### src/rtl/fifo_burst_drain.sv
// Read-side burst regrouper: pops FIFO words and presents them as BURST_LEN-word bursts on a valid/ready stream.
// Optional macro FIFO_BURST_DRAIN_PARITY_EN adds out_parity, the XOR of out_data, stored per buffered word.
module fifo_burst_drain #(
  parameter int          DATA_W        = 32,
  parameter int          CNT_W         = 10,
  parameter int          BURST_LEN     = 16,
  parameter logic [15:0] BURST_CNT_RST = 16'd0
) (
  input  logic              clk,
  input  logic              rst,
  input  logic              fifo_empty,
  input  logic [CNT_W-1:0]  fifo_cnt,
  input  logic [DATA_W-1:0] fifo_data,
  output logic              fifo_rd,
  input  logic              flush,
  output logic [DATA_W-1:0] out_data,
  output logic              out_valid,
  input  logic              out_ready,
  output logic              out_last,
`ifdef FIFO_BURST_DRAIN_PARITY_EN
  output logic              out_parity,
`endif
  output logic              busy,
  output logic [15:0]       burst_cnt
);

  typedef enum logic [1:0] {
    IDLE  = 2'd0,
    RUN   = 2'd1,
    DRAIN = 2'd2
  } state_t;

  localparam logic [CNT_W-1:0] BURST_LEN_C = CNT_W'(BURST_LEN);

  state_t             state_r;
  logic [CNT_W-1:0]   target_r;
  logic [CNT_W-1:0]   issued_r;
  logic [CNT_W-1:0]   cap_idx_r;
  logic               in_flight_r;
  logic               busy_r;
  logic [15:0]        burst_cnt_r;

  logic [DATA_W-1:0]  buf_data_r [2];
  logic               buf_last_r [2];
  logic               head_r;
  logic [1:0]         count_r;

  logic [2:0]         credit_s;
  logic               fifo_rd_s;
  logic               push_s;
  logic               pop_s;
  logic               tail_s;
  logic               cap_last_s;
  logic               last_accept_s;

`ifdef FIFO_BURST_DRAIN_PARITY_EN
  logic               buf_par_r [2];

  function automatic logic parity_f(input logic [DATA_W-1:0] d);
    return ^d;
  endfunction
`endif

  // Pop request, buffer handshake and capture-side decode from registered state.
  always_comb begin
    credit_s = {1'b0, count_r} + {2'b00, in_flight_r};
    fifo_rd_s = 1'b0;
    if ((state_r == RUN) && !fifo_empty && (issued_r < target_r) && (credit_s < 3'd2)) begin
      fifo_rd_s = 1'b1;
    end else begin
      fifo_rd_s = 1'b0;
    end
    push_s        = in_flight_r;
    pop_s         = (count_r != 2'd0) && out_ready;
    tail_s        = head_r ^ count_r[0];
    cap_last_s    = (cap_idx_r == (target_r - CNT_W'(1)));
    last_accept_s = pop_s && buf_last_r[head_r];
  end

  assign fifo_rd   = fifo_rd_s;
  assign out_valid = (count_r != 2'd0);
  assign out_data  = buf_data_r[head_r];
  assign out_last  = out_valid && buf_last_r[head_r];
  assign busy      = busy_r;
  assign burst_cnt = burst_cnt_r;
`ifdef FIFO_BURST_DRAIN_PARITY_EN
  assign out_parity = buf_par_r[head_r];
`endif

  // Burst sequencer: target latch, issue/capture counters and burst completion.
  always_ff @(posedge clk) begin
    if (rst) begin
      state_r     <= IDLE;
      target_r    <= '0;
      issued_r    <= '0;
      cap_idx_r   <= '0;
      in_flight_r <= 1'b0;
      busy_r      <= 1'b0;
      burst_cnt_r <= BURST_CNT_RST;
    end else begin
      in_flight_r <= fifo_rd_s;
      if (fifo_rd_s) begin
        issued_r <= issued_r + CNT_W'(1);
      end
      if (in_flight_r) begin
        cap_idx_r <= cap_idx_r + CNT_W'(1);
      end
      case (state_r)
        IDLE: begin
          // Occupancy cannot fall during a burst, so the target is latched once here.
          if (fifo_cnt >= BURST_LEN_C) begin
            state_r   <= RUN;
            target_r  <= BURST_LEN_C;
            issued_r  <= '0;
            cap_idx_r <= '0;
            busy_r    <= 1'b1;
          end else if (flush && (fifo_cnt != '0)) begin
            state_r   <= RUN;
            target_r  <= fifo_cnt;
            issued_r  <= '0;
            cap_idx_r <= '0;
            busy_r    <= 1'b1;
          end
        end
        RUN: begin
          if (issued_r == target_r) begin
            state_r <= DRAIN;
          end
        end
        DRAIN: begin
          if (last_accept_s) begin
            state_r     <= IDLE;
            busy_r      <= 1'b0;
            burst_cnt_r <= burst_cnt_r + 16'd1;
          end
        end
        default: begin
          state_r <= IDLE;
          busy_r  <= 1'b0;
        end
      endcase
    end
  end

  // Two-entry output buffer; a capture and a pop in the same cycle leave the count unchanged.
  always_ff @(posedge clk) begin
    if (rst) begin
      head_r        <= 1'b0;
      count_r       <= 2'd0;
      buf_data_r[0] <= '0;
      buf_data_r[1] <= '0;
      buf_last_r[0] <= 1'b0;
      buf_last_r[1] <= 1'b0;
`ifdef FIFO_BURST_DRAIN_PARITY_EN
      buf_par_r[0]  <= 1'b0;
      buf_par_r[1]  <= 1'b0;
`endif
    end else begin
      if (push_s) begin
        buf_data_r[tail_s] <= fifo_data;
        buf_last_r[tail_s] <= cap_last_s;
`ifdef FIFO_BURST_DRAIN_PARITY_EN
        buf_par_r[tail_s]  <= parity_f(fifo_data);
`endif
      end
      if (pop_s) begin
        head_r <= ~head_r;
      end
      case ({push_s, pop_s})
        2'b10:   count_r <= count_r + 2'd1;
        2'b01:   count_r <= count_r - 2'd1;
        default: count_r <= count_r;
      endcase
    end
  end

endmodule

### config.mk
export PLATFORM = sky130hd
export DESIGN_NAME = fifo_burst_drain
export DESIGN_NICKNAME = d
export VERILOG_FILES = /design/src/rtl/fifo_burst_drain.sv
export SDC_FILE = /design/constraint.sdc
export NUM_CORES = 1
export LEC_CHECK = 0
export BUFFER_PORTS_ARGS = -buffer_cell sky130_fd_sc_hd__buf_4
export CORE_AREA = 3 3 168 121
export CTS_CLUSTER_SIZE = 10
export DETAILED_ROUTE_END_ITERATION = 10
export DIE_AREA = 0 0 171 124
export PLACE_DENSITY = 0.53
export SLEW_MARGIN = 20
export SYNTH_ARGS = -nofsm -noshare
export SYNTH_HDL_FRONTEND = slang
export SYNTH_SLANG_ARGS = --single-unit
export TNS_END_PERCENT = 30
### constraint.sdc
create_clock -name clk -period 2.4 [get_ports clk]
set_input_delay 0.12 -clock clk [delete_from_list [all_inputs] [get_ports clk]]
set_output_delay 0.12 -clock clk [all_outputs]
set_load 0.02 [all_outputs]
==> qor.yml <==
grt:
  global_route_wire_length_before_repair_um: 21200
  initial_antenna_violation_count: 0
  gr-total-overflow: 0
  first_global_vias: 4208
  globalRouteTotalUtil: 0.128
  maximum_number_of_pins_on_one_net_before_global_route_repair: 34
detailed_routing:
  drt_first_iter_violations: 212
  drt_wl_total_um: 13500
  vias_per_cell: 4.57
  firstDrtPassIters: 4
  number_of_remaining_drc_errors: 0
  wl_per_cell_um: 14.8
  via_count: 4165
  drtAntennaViolNets: 0
timing:
  fmax_mhz: 435
  finalSetupViolCount: 0
  worst_pin_slew_ps: 906
  slew_viol_final: 0
  max-slew-margin-rel: 0.396
  timing_hold_violations_final: 0
  timing.final.crit_share: 0.958
  finalSetupTns_ps: 0
  fin_crit_ps: 2300
  rsz0062_at_grt: "no"
  fin_ws_ps: 99.7
  worst_clock_skew_ps: 10.3
yosys:
  synth_cells: 518
  synth_top_flop_cell: "sky130_fd_sc_hd__edfxtp_1"
  yosys.area_share.simple: 0.203
  synth-edff-count: 66
  mappedNetlistNets: 580
  synth_top_area_share: 0.352
  synth_compound_gate_area_share: 0.0575
  yosys_register_bits: 120
  synthAdderAreaFrac: 0.0333
  yosysWarningCount: 0
  postSynth.asyncResetShare: 0
  average_footprint_of_a_synthesized_cell_um2: 10.9
  xor_xnor_fraction_of_synth_area: 0.0606
  yosys.area.top_type: "sky130_fd_sc_hd__edfxtp_1"
  synth_top_cells_by_area: "sky130_fd_sc_hd__edfxtp_1 35%, sky130_fd_sc_hd__dfxtp_1 19%, sky130_fd_sc_hd__and2_1 7.4%"
  syn_area_um2: 5640
  synth.mux.area_fraction: 0.0710
  synth.yosys.seq_area_share: 0.543
  combinational_family_with_the_most_area_after_synthesis: "simple AND/OR/NAND/NOR gates"
  synth_cell_type_count: 47
layout:
  syn_to_final_growth_pct: 35.0
  total_of_fill_cells_in_the_finished_design: 1817
  antenna-diode-count: 0
  layout.core_utilization: 0.404
  seqCellArea_um2: 3070
  layout_commonest_cell: "sky130_fd_sc_hd__buf_4"
  layout_common_cells: "107 x sky130_fd_sc_hd__buf_4, 67 x sky130_fd_sc_hd__and2_1, 66 x sky130_fd_sc_hd__edfxtp_1"
  multi_input_gate_area_um2: 2410
  post_route_cells_drive_above_1_share: 0.272
  post-route-cell-area_um2: 7610
  nNetsFinal: 718
setup_path:
  worst_setup_path_start_kind: "flip-flop"
  worst_ep_arrival_time_ps: 2180
  setup_crit_path_kind: "reg -> out"
  crit_path_end_kind: "primary output"
  crit_family: "buffers and inverters"
  crit_path_max_incr_delay_ps: 410
  worst_ep_required_time_ps: 2280
  reg2reg_from: "target_r[8]"
  worst-path-max-fanout: 7
  timing.critical_path.slowest_stage_cell: "sky130_fd_sc_hd__a2111o_1"
  worstPathCellList: "inv_1 > ha_1 > nand4_1 > a211oi_1 > a2111o_1 > buf_4 > inv_1 > buf_4"
  worstSetupStartpoint: "target_r[8]"
  path_buf_inv: 4
hold_path:
  worstHoldPathType: "in -> reg"
  worst_hold_startpoint: "fifo_data[5]"
place:
  place_area_um2: 6630
  place_ws_ps: 56.4
  dp_hpwl_um: 8940
  port_buffers: 98
  finalWeightedCongestion: 0.783
power:
  worst_ir_drop_vdd_mv: 0.295
  leakage_nw: 3.02
  power_density_over_cell_area_nw_per_um2: 701
floorplanning:
  floorplan.die_area_um2: 21200
  fp.dieH_um: 124
  floorplan.initialDensity: 0.300
  floorplan.rows: 42
  ios: 99
  placeableCoreArea_um2: 18800
  die-width_um: 171
clocking:
  cts_tree: "done"
  cts_max_path_buffers: 2
  cts_buffer_count: 17
  cts.clk_slew.worst_paths_ps: 50
  root_buffer_selected_by_cts: "sky130_fd_sc_hd__clkbuf_16"
  worst_skew_pair.late_latency_ps: 410
  cts.htree.levels: 4
  clock_sink_count: 120
job:
  max_cap_viol_count: 0
outcome:
  outcome: "finished clean"
[cell type report]
type | instances | share of cell area
clock buffer | 20 | 0.0615
clock inverter | 12 | 0.0161
inverter | 20 | 0.00987
multi-input combinational | 355 | 0.317
sequential | 120 | 0.404
tap | 242 | 0.0398
timing repair buffer | 142 | 0.152
[cells by family after synthesis]
group,Yosys count
fa+ha+maj,15
flops,120
simple gates,213
buf+inv,43
mux,36
xor+xnor,39
compound gates,52
[state kept, by name, indices dropped and copies added, names as in the netlist, named ones only]
signal       cells
issued_r        10
head_r           1
state_r          2
buf_data_r      64
buf_last_r       2
cap_idx_r       10
burst_cnt       16
busy             1
count_r          2
target_r        10
in_flight_r      1
[power by group]
group / total [W] / internal (W) / switching (W) / leakage [nW]
registers: 0.00226 / 0.00223 / 0.0000351 / 1.12
logic: 0.000537 / 0.000260 / 0.000277 / 1.60
clock network: 0.00254 / 0.00161 / 0.000923 / 0.297
total: 0.00533 / 0.00410 / 0.00124 / 3.02
[timing repair]
action | CTS | global route
setup endpoints to repair | 1 | 2
gates resized for setup | 2 | 7
hold endpoints to repair | 62 | 0
pin swaps | 1 | 1
hold buffers | 35 | 0
setup buffers | 1 | 0
[layer usage]
metal | up-vias | share of wire | GRT usage
met5 | - | 0 | 0
met4 | 0 | 0.014 | 0.0467
met3 | 15 | 0.031 | 0.0273
met2 | 74 | 0.47 | 0.202
met1 | 1976 | 0.48 | 0.173
li1 | 2100 | - | -
[worst paths after layout]
check                           to  slack (ps)  depth (start not counted)
setup / recovery           fifo_rd         100                          8
hold / removal    buf_data_r[1][5]          30                          2
setup reg to reg       issued_r[4]         170                          8
hold reg to reg        issued_r[9]         490                          2
[stage by stage]
stage                     power, W  hold slack (ps)  std cells
after floorplan            0.00258              229        518
after global placement     0.00279              341        843
after detailed placement   0.00280              343        843
after CTS                  0.00541             1.99        911
after global routing       0.00553             24.7        911
final                      0.00533             27.3        911
[worst register-to-register path: stages (launching register included)]
cell	delay, ps
sky130_fd_sc_hd__dfxtp_1	380
sky130_fd_sc_hd__inv_1	80
sky130_fd_sc_hd__ha_1	320
sky130_fd_sc_hd__nand4_1	120
sky130_fd_sc_hd__a211oi_1	70
sky130_fd_sc_hd__a2111o_1	410
sky130_fd_sc_hd__buf_4	180
sky130_fd_sc_hd__or4_1	460
sky130_fd_sc_hd__a21oi_1	150
[Yosys cell counts, drive strengths merged, types with 2 or more instances]
cell type / count
mux2: 32
nand2: 25
nand4: 12
dfxtp: 54
nand3: 12
and2: 67
or3: 9
inv: 20
mux2i: 4
clkbuf: 16
nor2: 47
buf: 7
and4: 2
edfxtp: 66
nor4b: 2
nand2b: 6
and3: 9
xnor2: 16
o21ai: 17
o41ai: 2
nor3: 8
nor4: 5
or2: 4
xor2: 23
a211oi: 3
or4: 2
ha: 15
o21bai: 2
a21oi: 17
(Power assumes the default switching activity.)
